$ cat config.mk
export PLATFORM = sky130hd
export DESIGN_NAME = alu_arbiter
export DESIGN_NICKNAME = d
export VERILOG_FILES = /design/src/rtl/alu_arbiter_pkg.sv /design/src/rtl/ALU.sv /design/src/rtl/alu_arbiter.sv
export SDC_FILE = /design/constraint.sdc
export NUM_CORES = 1
export LEC_CHECK = 0
export CORE_AREA = 2 2 77 98
export DETAILED_ROUTE_END_ITERATION = 12
export DIE_AREA = 0 0 79 100
export GPL_TIMING_DRIVEN = 0
export PLACE_DENSITY = 0.83
export SYNTH_ARGS = -nofsm -noshare
export SYNTH_HDL_FRONTEND = slang
export SYNTH_HIERARCHICAL = 1
export SYNTH_SLANG_ARGS = --single-unit
$ cat constraint.sdc
create_clock -name Clk -period 2.86 [get_ports Clk]
set_clock_uncertainty 0.05 [all_clocks]
set_input_delay 0.572 -clock Clk [delete_from_list [all_inputs] [get_ports Clk]]
set_output_delay 0.572 -clock Clk [all_outputs]
set_load 0.1 [all_outputs]
$ cat src/rtl/alu_arbiter_pkg.sv
// rtl/alu_arbiter_pkg.sv - shared opcode, arbiter state and requester id types
package alu_arbiter_pkg;

  localparam int IMM_W = 3;

  typedef enum logic [3:0] {
    ADD = 4'h0,
    SUB = 4'h1,
    AND = 4'h2,
    OR  = 4'h3,
    XOR = 4'h4,
    NOT = 4'h5,
    LSH = 4'h6,
    RSH = 4'h7,
    BNZ = 4'h8,
    BIZ = 4'h9
  } op_mne;

  typedef enum logic [1:0] {
    IDLE = 2'd0,
    EXEC = 2'd1,
    RESP = 2'd2
  } arb_state_t;

  typedef logic req_id_t;

endpackage

$ cat src/rtl/ALU.sv
// rtl/ALU.sv - combinational W-bit ALU with branch-condition output
module ALU
  import alu_arbiter_pkg::*;
#(
  parameter int W = 8
) (
  input  op_mne            Op,
  input  logic [W-1:0]     A,
  input  logic [W-1:0]     B,
  input  logic [IMM_W-1:0] Im,
  output logic [W-1:0]     Out,
  output logic             Branch
);

  always_comb begin
    Out    = '0;
    Branch = 1'b0;
    case (Op)
      ADD:     Out = A + B;
      SUB:     Out = A - B;
      AND:     Out = A & B;
      OR:      Out = A | B;
      XOR:     Out = A ^ B;
      NOT:     Out = ~A;
      LSH:     Out = A << Im;
      RSH:     Out = A >> Im;
      // Branch ops only test A; Out stays 0.
      BNZ:     Branch = (A != '0);
      BIZ:     Branch = (A == '0);
      default: begin
        Out    = '0;
        Branch = 1'b0;
      end
    endcase
  end

endmodule

$ cat src/rtl/alu_arbiter.sv
// rtl/alu_arbiter.sv - two-port round-robin sequencer sharing one ALU
module alu_arbiter
  import alu_arbiter_pkg::*;
#(
  parameter int W    = 8,
  parameter int NREQ = 2
) (
  input  logic             Clk,
  input  logic             Reset,
  input  logic             Req0,
  input  logic             Req1,
  input  logic [3:0]       Op0,
  input  logic [3:0]       Op1,
  input  logic [W-1:0]     A0,
  input  logic [W-1:0]     A1,
  input  logic [W-1:0]     B0,
  input  logic [W-1:0]     B1,
  input  logic [IMM_W-1:0] Im0,
  input  logic [IMM_W-1:0] Im1,
  output logic             Gnt0,
  output logic             Gnt1,
  output logic             Done0,
  output logic             Done1,
  output logic [W-1:0]     Result,
  output logic             BranchOut,
  output logic             Busy
);

  arb_state_t       state, state_d;
  req_id_t          ptr_q, win_q, pick;
  op_mne            op_q;
  logic [W-1:0]     a_q, b_q;
  logic [IMM_W-1:0] im_q;
  logic [NREQ-1:0]  gnt_q, gnt_d, done_q, done_d;
  logic [W-1:0]     result_q, alu_out;
  logic             branch_q, alu_br, busy_q;
  logic             any_req;

  // Pointer only breaks ties; a lone requester always wins.
  function automatic req_id_t rr_pick(input logic r0, input logic r1, input req_id_t ptr);
    if (r0 && r1) return ptr;
    else if (r1)  return 1'b1;
    else          return 1'b0;
  endfunction

  assign any_req = Req0 | Req1;
  assign pick    = rr_pick(Req0, Req1, ptr_q);

  always_ff @(posedge Clk) begin
    if (Reset) begin
      state    <= IDLE;
      ptr_q    <= 1'b0;
      win_q    <= 1'b0;
      op_q     <= ADD;
      a_q      <= '0;
      b_q      <= '0;
      im_q     <= '0;
      gnt_q    <= '0;
      done_q   <= '0;
      result_q <= '0;
      branch_q <= 1'b0;
      busy_q   <= 1'b0;
    end else begin
      state  <= state_d;
      gnt_q  <= gnt_d;
      done_q <= done_d;
      busy_q <= (state_d != IDLE);
      if (state == IDLE && any_req) begin
        win_q <= pick;
        op_q  <= op_mne'(pick ? Op1 : Op0);
        a_q   <= pick ? A1 : A0;
        b_q   <= pick ? B1 : B0;
        im_q  <= pick ? Im1 : Im0;
      end
      if (state == EXEC) begin
        result_q <= alu_out;
        branch_q <= alu_br;
      end
      if (state == RESP) ptr_q <= ~win_q;
    end
  end

  always_comb begin
    state_d = state;
    case (state)
      IDLE:    if (any_req) state_d = EXEC;
      EXEC:    state_d = RESP;
      RESP:    state_d = IDLE;
      default: state_d = IDLE;
    endcase
  end

  // Next values of the registered grant/done pulses.
  always_comb begin
    gnt_d  = '0;
    done_d = '0;
    if (state == IDLE && any_req) gnt_d[pick] = 1'b1;
    if (state == EXEC) done_d[win_q] = 1'b1;
  end

  ALU #(.W(W)) u_alu (
    .Op     (op_q),
    .A      (a_q),
    .B      (b_q),
    .Im     (im_q),
    .Out    (alu_out),
    .Branch (alu_br)
  );

  assign Gnt0      = gnt_q[0];
  assign Gnt1      = gnt_q[1];
  assign Done0     = done_q[0];
  assign Done1     = done_q[1];
  assign Result    = result_q;
  assign BranchOut = branch_q;
  assign Busy      = busy_q;

endmodule

==> impl_metrics.yaml <==
clock_tree:
  clk_pin_slew_ns: 0.09
  cts.path.max_buffers: 2
  cts-root-buf: "clkbuf_8"
  h-tree-depth: 2
  cts_buffers: 5
  cts.sinks: 41
  clock_latency_ns: 0.30
  cts_hold_buffers: 0
  cts_tree: "done"
setup_path:
  critPathSlowestCell: "or3_4"
  setup.worst_path.class: "reg2reg"
  arrival_ns: 2.96
  crit_top_cell: "o21a_1"
  critical_path.top_delay_family: "compound AO/OA/AOI/OAI gates"
  path_buf_inv: 0
  crit_path_max_incr_delay_ns: 0.40
  end_kind: "flip-flop"
  startpoint_type: "flip-flop"
  startpoint: "op_q[2]"
  crit_chain: "or3_4 -> or2_4 -> o31ai_1 -> xnor2_1 -> ha_1 -> o21a_1 -> o31a_1 -> o21a_1 -> o21a_1 -> o31ai_2 -> nand2_1 -> a21oi_1"
  r2r-start: "op_q[2]"
  cp.required_ns: 3.05
  critPathMaxFanout: 4
global_route:
  grt_pass1_vias: 2929
  gr-total-overflow: 0
  grt_max_degree: 15
  grt_antenna_before_repair: 0
  grt_pass1_wl_mm: 13.79
  gr-usage-all-layers: 0.2216
synthesis:
  ys_types: 62
  synthArstFlopShare: 0
  synth_area_mm2: 0.003074
  syn_inst: 384
  synth_ff_type: "dfxtp_1"
  synth_nets: 459
  synth_edf_count: 0
  syn_area_per_cell_um2: 8.006
  synth-seq-cells: 41
  yosysSeqAreaShare: 0.2670
  yosysWarnings: 6
place:
  dpl.cell_count: 539
  portBuffers: 63
  place_hpwl_mm: 6.719
  dpl-instance-area_mm2: 0.003820
  pre_cts_slack_ns: -0.1870
  routabilityCongestion: 0.9346
hold_path:
  hp-class: "reg2reg"
  min-delay-start: "op_q[0]"
layout:
  antenna_cells: 0
  fillCellCount: 682
  drive_above_1_share: 0.1048
  syn_to_final_growth_pct: 30.00
  finish.utilization: 0.5633
  finalInstanceArea_mm2: 0.003996
  nets: 532
  fin_cells: 550
  final_common_cell: "nand2_1"
  most-common-layout-cells: "nand2_1 (78), clkdlybuf4s50_1 (63), dfxtp_1 (39)"
sta:
  fin_crit_sh: 0.9699
  finalHoldViolations: 0
  worst_pin_slew_ns: 0.9747
  rsz0062_at_grt: "true"
  finalWorstSetupSlack_ns: 0.08611
  max_freq_mhz: 360.5
  period_minus_slack_ns: 2.774
  setup_viol: 0
  slew_headroom: 0.3482
  whs_ns: 0.3895
  slew_viol_final: 0
  fin_tns_setup_ns: 0
floorplan:
  io_pins: 64
  die_w_um: 79
  start_util: 0.4333
  die_area_mm2: 0.007900
  rows: 35
  die_h_um: 100
  core_mm2: 0.007094
routing:
  dr.first_iter.drc_count: 245
  avgRoutedWirePerCell_um: 15.60
  drtAntennaViolNets: 0
  wirelength_mm: 8.579
  drt_first_pass_iters: 4
  viasPerCell: 5.565
  vias: 3061
  drc: 0
pwr:
  total_power_mw: 2.166
  p_leak_nw: 1.637
  ir_drop_uv: 345.4
  pwr_density_cell_mw_per_mm2: 542.1
status:
  outcome: "complete, no violations"
run:
  cap_violations: 0
-- state kept, by name, summed over array words and instances (netlist names), 2 cells and up --
| name | cells |
|---|---|
| Result | 8 |
| a_q | 8 |
| b_q | 8 |
| op_q | 4 |
| im_q | 3 |
| done_q | 2 |
| gnt_q | 2 |
| state | 2 |
-- cells in the mapped netlist (5+ instances only) --
library cell	count	share of area
inv_1	20	0.024
a21oi_1	20	0.033
nor2b_1	8	0.016
a22oi_1	20	0.049
mux2i_1	16	0.052
ha_1	24	0.098
nor2_1	14	0.017
o211ai_1	8	0.020
nand2_1	78	0.095
dfxtp_1	41	0.27
buf_4	5	0.012
nor3_1	8	0.013
o21ai_0	16	0.026
xnor2_1	9	0.026
nand2b_1	8	0.016
buf_2	8	0.013
-- worst register-to-register path: stages (launching register included) --
cell	delay, ns
dfxtp_1	0.37
or3_4	0.40
or2_4	0.25
o31ai_1	0.08
xnor2_1	0.14
ha_1	0.36
o21a_1	0.21
o31a_1	0.12
o21a_1	0.19
o21a_1	0.17
o31ai_2	0.18
nand2_1	0.07
a21oi_1	0.11
-- timing repair --
action                     in CTS  in global routing
resized for setup               2                  7
setup endpoints to repair       3                  3
buffers inserted                0                  4
pin swaps                       0                  6
-- layout make-up --
cell class / instances / area, um^2 / area share
Clock buffer: 5 / 68.82 / 0.01722
Tap cell: 92 / 115.1 / 0.02880
Multi-Input combinational cell: 302 / 2081 / 0.5207
Sequential cell: 41 / 823.3 / 0.2060
Buffer: 19 / 125.1 / 0.03131
Clock inverter: 3 / 43.79 / 0.01096
Timing Repair Buffer: 67 / 660.6 / 0.1653
Inverter: 21 / 78.83 / 0.01972
-- per-layer routing --
metal | wire (um) | GRT usage | vias to the layer above
li1 | - | - | 1520
met1 | 3499 | 0.2543 | 1438
met2 | 4464 | 0.4042 | 85
met3 | 335 | 0.02698 | 18
met4 | 279 | 0.1034 | 0
met5 | 0 | 0 | -
-- report_power, final --
part,internal [mW],switching [mW]
Combinational,0.422,0.565
Sequential,0.627,0.0782
Clock,0.262,0.212
-- kinds of logic (layout without fill, tap and decap cells) --
logic type	count (synthesis)	in the layout	synth area share
and+or+nand+nor	139	139	0.2121
AOI/OAI and AO/OA	105	105	0.2369
DFF	41	41	0.2670
buffers and inverters	41	115	0.06675
xor gates and xnor gates	12	12	0.03419
muxes	21	21	0.07896
adders and majority gates	25	25	0.1042
-- worst paths after layout --
check	end	slack, ns	cells after the start
worst max-delay path	Result[6]	0.09	12
worst min-delay path	op_q[0]	0.39	2
worst max register to register	Result[6]	0.09	12
worst min register to register	op_q[0]	0.39	2
Power figures use the tool's default switching activity.
